--- config.mk ---
export PLATFORM = sky130hd
export DESIGN_NAME = contador_ud_param
export DESIGN_NICKNAME = d
export VERILOG_FILES = /design/src/rtl/contador_ud_param.sv
export SDC_FILE = /design/constraint.sdc
export NUM_CORES = 1
export LEC_CHECK = 0
export ABC_AREA = 1
export CAP_MARGIN = 40
export CORE_AREA = 5 5 42 44
export CTS_CLUSTER_DIAMETER = 80
export DETAILED_ROUTE_END_ITERATION = 10
export DIE_AREA = 0 0 47 49
export PLACE_DENSITY = 0.5
export SKIP_LAST_GASP = 1
export SLEW_MARGIN = 30
export SYNTH_ARGS = -nofsm -noshare
export SYNTH_HDL_FRONTEND = slang
export SYNTH_SLANG_ARGS = --single-unit
--- constraint.sdc ---
create_clock -name clk -period 2.03 [get_ports clk]
set_input_delay 0.406 -clock clk [delete_from_list [all_inputs] [get_ports clk]]
set_output_delay 0.406 -clock clk [all_outputs]
set_load 0.005 [all_outputs]
--- src/rtl/contador_ud_param.sv ---
// contador_ud_param: modular up/down counter with load, optional Gray output, tc and wrap.
// Define CONTADOR_UD_SAT_EN to saturate at the count boundaries instead of wrapping.
module contador_ud_param #(
    parameter int WIDTH     = 3,
    parameter int MODULO    = 8,
    parameter int RESET_VAL = 0,
    parameter int GRAY      = 0
) (
    input  logic             clk,
    input  logic             rst_n,
    input  logic             en,
    input  logic             up,
    input  logic             load,
    input  logic [WIDTH-1:0] load_val,
    output logic [WIDTH-1:0] ea,
    output logic [WIDTH-1:0] pe,
    output logic             tc,
    output logic             wrap
);
    localparam logic [WIDTH-1:0] MAX = WIDTH'(MODULO - 1);
    localparam logic [WIDTH-1:0] RST = WIDTH'(RESET_VAL);
    localparam logic [WIDTH:0]   MOD = (WIDTH+1)'(MODULO);

    logic [WIDTH-1:0] cnt, nxt, step, clip;
    logic             at_top, at_bot;

    function automatic logic [WIDTH-1:0] enc(input logic [WIDTH-1:0] v);
        return (GRAY != 0) ? (v ^ (v >> 1)) : v;
    endfunction

    always_comb begin
        at_top = (cnt == MAX);
        at_bot = (cnt == '0);
        tc     = en & ~load & (up ? at_top : at_bot);
        // Loads beyond the modulus clip so unreachable states stay unreachable
        clip   = ({1'b0, load_val} >= MOD) ? MAX : load_val;
`ifdef CONTADOR_UD_SAT_EN
        step   = tc ? cnt : (up ? cnt + 1'b1 : cnt - 1'b1);
`else
        step   = up ? (at_top ? '0 : cnt + 1'b1) : (at_bot ? MAX : cnt - 1'b1);
`endif
        nxt    = load ? clip : (en ? step : cnt);
    end

    always_ff @(posedge clk or negedge rst_n)
        if (!rst_n) cnt <= RST;
        else        cnt <= nxt;

`ifdef CONTADOR_UD_SAT_EN
    assign wrap = 1'b0;
`else
    always_ff @(posedge clk or negedge rst_n)
        if (!rst_n) wrap <= 1'b0;
        else        wrap <= tc;
`endif

    assign ea = enc(cnt);
    assign pe = enc(nxt);
endmodule

---- After elaboration in Yosys (flattened, before gate mapping) ----
Index checks and enable logic that the tools add are counted.
operators by class
  add/sub/neg operators ................... 2
  multipliers ............................. 0
  divide/modulo/power cells ............... 0
  magnitude comparators ................... 0
  equal/unequal tests ..................... 1
  shifts and indexed selects .............. 0
  muxes and demuxes ....................... 6
  bitwise operators ....................... 3
  reductions and logical operators ........ 1
operators by type and width
  kind                   count
  $mux W3                5
  $add A3 B1 Y3 const B  1
  $eq A3 B3 Y1 const B   1
  $logic_not A3 Y1       1
  $sub A3 B1 Y3 const B  1
  $and A1 B1 Y1          2
  $mux W1                1
  $not A1 Y1             1
storage, ports and cells
  register bits ........................... 4
  latch bits .............................. 0
  bits in writable memories ............... 0
  ROM bits ................................ 0
  memories kept ........................... 0

---- Logic depth before layout (Yosys ltp) ----
  depth in word-level cells ............... 5
  mapped depth ............................ 7

---- Least setup slack after synthesis ----
Ideal clock, no wire load.
  path type ............................... register to output
  start point ............................. reg cnt[0] (netlist: ea[0])
  end point ............................... out pe[2]
  arrival ................................. 1.207 ns
  data required time ...................... 1.624 ns
  slack ................................... 0.417 ns
  stages on the path, launching flop included .. 7
  buffers on the path ..................... 0
  path through ............................ dfrtp_1 -> ha_1 -> ha_1 -> inv_1 -> a21oi_1 -> nand2_1 -> a21oi_2
between the ends
  word-level cells in the longest chain between the ends .. 5
ends and longest elaborated chain
  what                                   line  text
  start: declaration                     24    logic [WIDTH-1:0] cnt, nxt, step, clip;
  start signal: assignment               47    else cnt <= nxt;
  $sub A3 B1 Y3 (tied with other cells)  40    step = up ? (at_top ? '0 : cnt + 1'b1) : (at_bot ? MAX : cnt - 1'b1);
  $mux W3                                40
  $mux W3 (*)                            40
  $mux W3 (*) (2 in series)              42    nxt = load ? clip : (en ? step : cnt);
  end: declaration                       16    output logic [WIDTH-1:0] pe,
Mark *: on every way between the ends. The rest lies on a longest branch, timed or not.

---- Final worst setup path ----
  start point ............................. reg cnt[1] (netlist: ea[1])
  end point ............................... out pe[2]
Same word-level chain as after synthesis.

==> impl_metrics.json <==
{
  "finalNonFillerCells": 84,
  "die_y_um": 49,
  "use_met3": 0.0111,
  "clkSinkCount": 4,
  "grt_use_met1": 0.0947,
  "track_usage": 0.0987,
  "clkLatencyLatePin_ns": 0.25,
  "grt_max_degree": 9,
  "combPwrFrac": 0.431,
  "stdcell_area_um2": 601,
  "slew_headroom": 0.773,
  "clk_pin_slew_ns": 0.05,
  "chipWidth_um": 47,
  "tritoncts": "built",
  "crit_arrival_ns": 1.62,
  "ys_seq_area_frac": 0.320,
  "fmax_mhz": 493,
  "synth.cell_area_um2": 313,
  "power_uw": 366,
  "cp.required_ns": 1.62,
  "tns_ns": 0,
  "area.growth.synth_to_final_pct": 92.0,
  "clk_path_buf_depth": 2,
  "path_max_fanout": 3,
  "viasPerCell": 4.56,
  "layout_setup_ws_ns": 0.00121,
  "drt_wl_total_mm": 1.05,
  "netlist.area_leader.share": 0.320,
  "yosysWarnings": 0,
  "layout-drive-gt1-share": 0.471,
  "start_util": 0.223,
  "routedWlPerCell_um": 12.5,
  "io_buffers": 15,
  "holdBufCountCts": 0,
  "fp.coreArea_mm2": 0.00140,
  "post_dp_cell_area_um2": 520,
  "synth_area_leaders": "dfrtp_1 32%, ha_1 16%, a21oi_1 9.6%, nand2_1 9.6%, inv_1 8.4%",
  "end_kind": "output pin",
  "cts_root_buf": "clkbuf_4",
  "rows": 14,
  "rsz0062_at_grt": "true",
  "drc": 0,
  "num_vias": 383,
  "busiest_layer": "met2",
  "io_pins": 16,
  "grt_pass1_vias": 356,
  "synthCells": 41,
  "p_leak_nw": 0.280,
  "power_report.internal_total_uw": 242,
  "p_sw_frac": 0.339,
  "placed_cells": 77,
  "clock_skew_ns": 0.00833,
  "die-area_mm2": 0.00230,
  "ys_seq_elements": 4,
  "hpwl_um": 712,
  "antenna_found_initial": 0,
  "max_slew.worst_pin.slew_ns": 0.340,
  "setup_viol": 0,
  "hold_viol": 0,
  "grt.overflow.total": 0,
  "period_minus_slack_ns": 2.03,
  "synth_area_per_cell_um2": 7.63,
  "seqPwrFrac": 0.263,
  "diodes": 0,
  "htree_num_levels": 1,
  "syn-num-nets": 53,
  "yosysTopAreaCell": "dfrtp_1",
  "hold_path_class": "in -> async",
  "irDropWorstVdd_uv": 276,
  "drv_slew": 0,
  "place_ws_ns": -0.363,
  "yosysUniqueCellTypes": 12,
  "power.density_mw_per_mm2": 610,
  "grt_first_pass_wirelength_mm": 1.57,
  "p_switching_uw": 124,
  "p_clk_frac": 0.306,
  "cp-start-kind": "register",
  "maxCapViolCount": 0,
  "run_status": "finished clean",
  "drtIter0Drc": 8,
  "drt_first_pass_iters": 4,
  "drtAntennaViolNets": 0,
  "cts_buffers": 3,
  "nets": 82,
  "finalCritPeriodShare": 0.999,
  "grtUsageMet2": 0.165,
  "criticalPathCategory": "reg -> out",
  "place.gp.congestion": 0.735
}
cell usage in the layout, fill, tap and decap left out, drive strengths merged:
cell type      netlist  routed
a21oi                9       9
nand2                8       8
buf                  0      12
dfrtp                4       4
dlygate4sd2          0       1
inv                  7       7
xnor2                1       1
ha                   4       4
o21ai                2       2
nor2                 5       5
clkdlybuf4s50        0      10
clkbuf               0       4
nand3                1       1
critical path: stages (launching register included):
cell     delay (ns)
dfrtp_1        0.40
ha_2           0.22
ha_4           0.26
inv_2          0.03
a21oi_2        0.12
nand2_1        0.07
a21oi_2        0.15
buf_2          0.13
state kept, by name, summed over array words and instances, names as in the netlist:
signal	cells
ea	3
wrap	1
kinds of logic after synthesis:
family                   share of synthesized area
AO/OA/AOI/OAI                                0.212
XOR/XNOR                                    0.0280
adder cells (fa/ha/maj)                      0.160
buffers and inverters                       0.0840
flip-flops                                   0.320
AND/OR/NAND/NOR                              0.196
synthesized netlist by cell type:
master and n:
nand3_2 1, dfrtp_1 4, nand2_1 8, ha_1 4
a21oi_2 3, a21oi_1 6, o21ai_0 1, nor2_1 4
inv_1 7, nor2_2 1, o21ai_1 1, xnor2_1 1
power by group through the flow:
stage	logic [mW]	registers [mW]	clock network, mW
2_1_floorplan	0.0541	0.0970	0
3_3_place_gp	0.125	0.0969	0
3_5_place_dp	0.125	0.0967	0
4_1_cts	0.131	0.0945	0.115
5_1_grt	0.173	0.0967	0.115
6_report	0.158	0.0962	0.112
worst paths after layout:
| kind | from | endpoint | slack (ns) | cells after the start |
|---|---|---|---|---|
| setup / recovery | ea[1] | pe[2] | 0.001 | 7 |
| hold / removal | rst_n | ea[2] | 0.37 | 1 |
| setup reg to reg | ea[1] | ea[2] | 0.62 | 7 |
| hold reg to reg | ea[1] | ea[1] | 0.78 | 3 |
| max in group asynchronous | rst_n | ea[1] | 1.47 | 1 |
| min in group clk | load_val[1] | ea[1] | 0.77 | 3 |
metal layers:
| metal | share of wire | wire length (um) | vias to the layer above |
|---|---|---|---|
| li1 | - | - | 186 |
| met1 | 0.36 | 378 | 184 |
| met2 | 0.58 | 607 | 8 |
| met3 | 0.020 | 21 | 5 |
| met4 | 0.040 | 42 | 0 |
| met5 | 0 | 0 | - |
repair_timing:
action                                  4_1_cts  5_1_grt
endpoints found under the setup margin        4        4
pin swaps                                     3       10
resized for setup                            14       18
setup buffers                                 2        2
through the flow:
step,utilization,hold slack (ns)
6_report,0.429,0.367
5_1_grt,0.429,0.387
4_1_cts,0.396,0.367
3_3_place_gp,0.371,0.630
3_5_place_dp,0.371,0.635
2_1_floorplan,-,0.110
layout make-up:
class	count	area [um^2]
sequential	4	100
tap	16	20.0
timing repair buffer	24	200
inverter	7	28.8
multi-input combinational	30	229
clock buffer	3	22.5
fill	155	801
No activity file was read; power rests on OpenSTA's default activity.
